<file path="config.mk">
export PLATFORM = sky130hd
export DESIGN_NAME = nibble_serial_adder
export DESIGN_NICKNAME = d
export VERILOG_FILES = /design/src/rtl/nibble_serial_adder.sv
export SDC_FILE = /design/constraint.sdc
export NUM_CORES = 1
export LEC_CHECK = 0
export CORE_UTILIZATION = 45
export CTS_BUF_LIST = sky130_fd_sc_hd__clkbuf_16
export DETAILED_ROUTE_END_ITERATION = 6
export GPL_ROUTABILITY_DRIVEN = 0
export GPL_TIMING_DRIVEN = 0
export PLACE_DENSITY_LB_ADDON = 0.3
export SLEW_MARGIN = 20
export SYNTH_ARGS = -nofsm -noshare
export SYNTH_HDL_FRONTEND = slang
export SYNTH_SLANG_ARGS = --single-unit
export TNS_END_PERCENT = 5
</file>
<file path="constraint.sdc">
create_clock -name clk -period 3.4 [get_ports clk]
set_input_delay 0.68 -clock clk [delete_from_list [all_inputs] [get_ports clk]]
set_output_delay 0.68 -clock clk [all_outputs]
set_load 0.01 [all_outputs]
</file>
<file path="src/rtl/nibble_serial_adder.sv">
// Multi-cycle WIDTH-bit adder that streams operands through a single 4-bit
// Kogge-Stone slice, least-significant nibble first, with a registered ripple carry.

module ksa (
    input  logic [3:0] A,
    input  logic [3:0] B,
    input  logic       Cin,
    output logic [3:0] S,
    output logic       Cout
);
    logic [3:0] g, p, g1, p1, g2, p2;
    logic [4:0] c;

    always_comb begin
        g = A & B;
        p = A ^ B;

        // Distance-1 prefix level
        g1[0] = g[0];
        p1[0] = p[0];
        g1[1] = g[1] | (p[1] & g[0]);
        p1[1] = p[1] & p[0];
        g1[2] = g[2] | (p[2] & g[1]);
        p1[2] = p[2] & p[1];
        g1[3] = g[3] | (p[3] & g[2]);
        p1[3] = p[3] & p[2];

        // Distance-2 prefix level; each bit now spans down to bit 0
        g2[1:0] = g1[1:0];
        p2[1:0] = p1[1:0];
        g2[2] = g1[2] | (p1[2] & g1[0]);
        p2[2] = p1[2] & p1[0];
        g2[3] = g1[3] | (p1[3] & g1[1]);
        p2[3] = p1[3] & p1[1];

        c[0] = Cin;
        c[1] = g2[0] | (p2[0] & Cin);
        c[2] = g2[1] | (p2[1] & Cin);
        c[3] = g2[2] | (p2[2] & Cin);
        c[4] = g2[3] | (p2[3] & Cin);

        S    = p ^ c[3:0];
        Cout = c[4];
    end
endmodule

module nibble_serial_adder #(
    parameter int unsigned WIDTH = 16
) (
    input  logic             clk,
    input  logic             rst_n,
    input  logic             start,
    input  logic [WIDTH-1:0] A,
    input  logic [WIDTH-1:0] B,
    input  logic             Cin,
    output logic             busy,
    output logic             done,
    output logic [WIDTH-1:0] S,
    output logic             Cout,
    output logic             V
);
    localparam int unsigned NIB = WIDTH / 4;
    localparam int unsigned IW  = (NIB > 1) ? $clog2(NIB) : 1;

    typedef enum logic [1:0] {IDLE, RUN, DONE} state_t;

    state_t           state_q;
    logic [WIDTH-1:0] a_q, b_q;
    logic             c_q;
    logic [IW-1:0]    idx_q;

    logic [3:0] sl_a_d, sl_b_d, sl_s_d;
    logic       sl_c_d;
    logic       last_d;

    assign sl_a_d = a_q[4*idx_q +: 4];
    assign sl_b_d = b_q[4*idx_q +: 4];
    assign last_d = (idx_q == IW'(NIB - 1));

    ksa u_ksa (
        .A    (sl_a_d),
        .B    (sl_b_d),
        .Cin  (c_q),
        .S    (sl_s_d),
        .Cout (sl_c_d)
    );

    always_ff @(posedge clk or negedge rst_n) begin
        if (!rst_n) begin
            state_q <= IDLE;
            a_q     <= '0;
            b_q     <= '0;
            c_q     <= 1'b0;
            idx_q   <= '0;
            S       <= '0;
            Cout    <= 1'b0;
            V       <= 1'b0;
            busy    <= 1'b0;
            done    <= 1'b0;
        end else begin
            case (state_q)
                IDLE, DONE: begin
                    done <= 1'b0;
                    if (start) begin
                        a_q     <= A;
                        b_q     <= B;
                        c_q     <= Cin;
                        idx_q   <= '0;
                        busy    <= 1'b1;
                        state_q <= RUN;
                    end else begin
                        state_q <= IDLE;
                    end
                end
                RUN: begin
                    S[4*idx_q +: 4] <= sl_s_d;
                    c_q             <= sl_c_d;
                    idx_q           <= idx_q + IW'(1);
                    if (last_d) begin
                        Cout    <= sl_c_d;
                        V       <= (a_q[WIDTH-1] == b_q[WIDTH-1]) &&
                                   (sl_s_d[3] != a_q[WIDTH-1]);
                        busy    <= 1'b0;
                        done    <= 1'b1;
                        state_q <= DONE;
                    end
                end
                default: begin
                    busy    <= 1'b0;
                    done    <= 1'b0;
                    state_q <= IDLE;
                end
            endcase
        end
    end
endmodule
</file>
==> impl_metrics.json <==
{
  "status": "finished clean",
  "ys_types": 32,
  "synth_warnings": 0,
  "maxCapViolations": 0,
  "post_layout_instance_area_mm2": 0.00335,
  "placement_rows": 27,
  "rr_startpoint": "idx_q[0]$_DFFE_PN0P_",
  "detailed_place.area_mm2": 0.00322,
  "totalNegativeSetupSlack_ns": 0,
  "num-fill-cells": 459,
  "power.ir.vdd_worst_v": 0.000544,
  "detail_route.vias_per_cell": 5.22,
  "initial_core_utilization_pct": 46.9,
  "track_usage_pct": 18.1,
  "ys_seq_elements": 56,
  "report.final.hold_viol_count": 0,
  "post_cts_buffers": 0,
  "startpoint": "idx_q[0]$_DFFE_PN0P_",
  "ant_nets": 0,
  "crit_arrival_ns": 3.32,
  "die-width_um": 77.7,
  "worst_pin_slew_ns": 0.692,
  "post_synth.cell_area_avg_um2": 13.3,
  "area_growth_pct": 29.9,
  "antenna_found_initial": 0,
  "skew_ns": 0.00414,
  "clock-root-buffer": "clkbuf_16",
  "final_period_minus_worst_setup_slack_ns": 3.10,
  "worst_setup_path_class": "flop to flop",
  "max_clock_freq_mhz": 323,
  "cts.hold.buffers_added": 0,
  "cts.sinks": 56,
  "cts_max_path_buffers": 2,
  "post-dp-hpwl_um": 3530,
  "grt_setup_unrepaired": "no",
  "detail_route.first_pass.iterations": 4,
  "resized_gates_after_cts": 0,
  "grt_max_degree": 57,
  "total_of_endpoints_with_negative_setup_slack_in_the_final_report": 0,
  "vias_in_the_first_global_route": 1765,
  "post_detailed_route_drc_marker_count": 0,
  "placement.io_buffers": 55,
  "synth-seq-area-share_pct": 54.3,
  "critical_path.endpoint_type": "flop",
  "design.die.area_mm2": 0.00604,
  "path_clk_slew_ns": 0.07,
  "first_iter_violations": 66,
  "powerDensity_mw_per_mm2": 1030,
  "die_height_um": 77.7,
  "h-tree-depth": 2,
  "min_period_over_period_pct": 91.0,
  "max-slew-margin-rel_pct": 53.5,
  "antenna-diode-count": 0,
  "static-leakage-power_nw": 1.43,
  "post_route_cells_drive_above_1_share_pct": 21.1,
  "critical_path_required_ns": 3.63,
  "drt-wirelength-per-cell_um": 14.6,
  "cts_made_buffers": 5,
  "hold_path.class": "input pin to async pin",
  "netlist_area_mm2": 0.00258,
  "finish.utilization_pct": 60.9,
  "finalWirelength_um": 4790,
  "synth_nets": 241,
  "finalMaxSlewViolations": 0,
  "cp_max_fo": 10,
  "io_pins": 56,
  "routed-via-count": 1712,
  "core_mm2": 0.00551,
  "clk-insertion-delay-late_ns": 0.29,
  "post_synth_inst_count": 194,
  "tritoncts": "done",
  "grt_first_pass_wirelength_um": 8380,
  "finalNetCount": 303,
  "start_kind": "flop",
  "grt_overflow": 0
}
[path summary, 6_finish.rpt]
kind                       slack [ns]  depth (start not counted)                  end
min                              0.42                          1  a_q[15]$_DFFE_PN0P_
min reg2reg                      0.48                          2     S[0]$_DFFE_PN0P_
max in group asynchronous        2.49                          1      c_q$_DFFE_PN0P_
min in group clk                 0.48                          2     S[0]$_DFFE_PN0P_
max                              0.30                          7     S[3]$_DFFE_PN0P_
max reg2reg                      0.30                          7     S[3]$_DFFE_PN0P_
[layer usage]
metal  track usage (%)  vias to the layer above  wire [µm]
met1              23.9                      833       2170
met2              29.2                       42       2340
met3              4.59                        8        222
li1                  -                      829          -
met4              5.66                        0         66
met5                 0                        -          0
[per-stage QoR]
step           hold slack (ns)  total power (W)  setup slack [ns]  std cells
6_report                 0.417          0.00346             0.305        328
5_1_grt                  0.503          0.00374             0.116        328
4_1_cts                  0.466          0.00349             0.276        328
3_3_place_gp             0.465          0.00294           -0.0475        321
2_1_floorplan            0.384          0.00241             0.825        194
3_5_place_dp             0.473          0.00300             0.287        321
[cell families (layout without fill, tap and decap cells)]
| kind of cell | Yosys count | in the layout | share of synthesized area [%] |
|---|---|---|---|
| mux | 40 | 40 | 21.0 |
| flops | 56 | 56 | 54.3 |
| simple gates | 43 | 43 | 7.95 |
| buf+inv | 11 | 73 | 1.84 |
| fa+ha+maj | 11 | 11 | 5.63 |
| compound gates | 31 | 31 | 8.63 |
| xor+xnor | 2 | 2 | 0.679 |
[report_power, final]
group / leakage (nW) / switching, W / total, W / internal, W
clock network: 0.0709 / 0.000216 / 0.000481 / 0.000265
logic: 0.666 / 0.000957 / 0.00184 / 0.000883
registers: 0.691 / 0.000176 / 0.00113 / 0.000958
[placed cells by master (no fill, tap or decap), types with 2 or more instances in the layout]
cell	instances
mux2_2	32
nor3_1	2
or3_1	3
o31ai_1	6
dfrtp_1	56
a21oi_1	2
mux4_2	8
xnor2_1	2
clkdlybuf4s50_1	54
nor2_1	8
a22o_1	9
buf_2	5
nand2_1	20
ha_1	10
inv_1	6
clkbuf_16	5
o21ai_0	7
nor2b_1	3
[sequential cells by signal (all words and copies together) (netlist names)]
signal	flops
Cout	1
state_q	2
b_q	16
V	1
busy	1
c_q	1
idx_q	2
a_q	16
S	16
[worst max-delay path, stage by stage (launching register included)]
cell and delay, ns:
dfrtp_1 0.51, buf_2 0.37, mux4_2 0.60, ha_1 0.33
a21o_1 0.20, and4_4 0.20, nor3_1 0.59, a22o_1 0.22
[cell usage after synthesis]
cell type / number / area [µm²]
a21oi_1: 2 / 10.0
and4_4: 1 / 11.3
and2b_2: 1 / 8.76
nand2_1: 20 / 75.1
nor2_1: 8 / 30.0
a22oi_1: 1 / 7.51
dfrtp_1: 56 / 1400
a21o_1: 1 / 7.51
o21bai_1: 1 / 7.51
fa_1: 1 / 20.0
ha_1: 10 / 125
o211ai_1: 1 / 7.51
a211oi_1: 1 / 7.51
o21ai_0: 7 / 35.0
o41ai_1: 1 / 8.76
a22o_1: 9 / 78.8
nand3_1: 1 / 5.00
xnor2_1: 2 / 17.5
buf_2: 5 / 25.0
inv_1: 5 / 18.8
nor4_1: 1 / 6.26
clkbuf_1: 1 / 3.75
nand3b_1: 1 / 7.51
o31ai_1: 6 / 45.0
or3_1: 3 / 18.8
nor2b_1: 3 / 18.8
o21a_1: 1 / 7.51
mux2_2: 32 / 360
nand4_1: 1 / 6.26
mux4_2: 8 / 180
or2b_1: 1 / 7.51
nor3_1: 2 / 10.0
[final cells by class]
cell class	count	area [µm²]	share of cell area, %
Buffer	6	28.8	0.859
Clock buffer	5	125	3.73
Clock inverter	2	8.76	0.261
Inverter	5	18.8	0.560
Multi-Input combinational cell	127	1130	33.7
Sequential cell	56	1400	41.8
Tap cell	72	90.1	2.69
Timing Repair Buffer	55	548	16.3
Note: power is estimated with default switching activity, not from simulation.
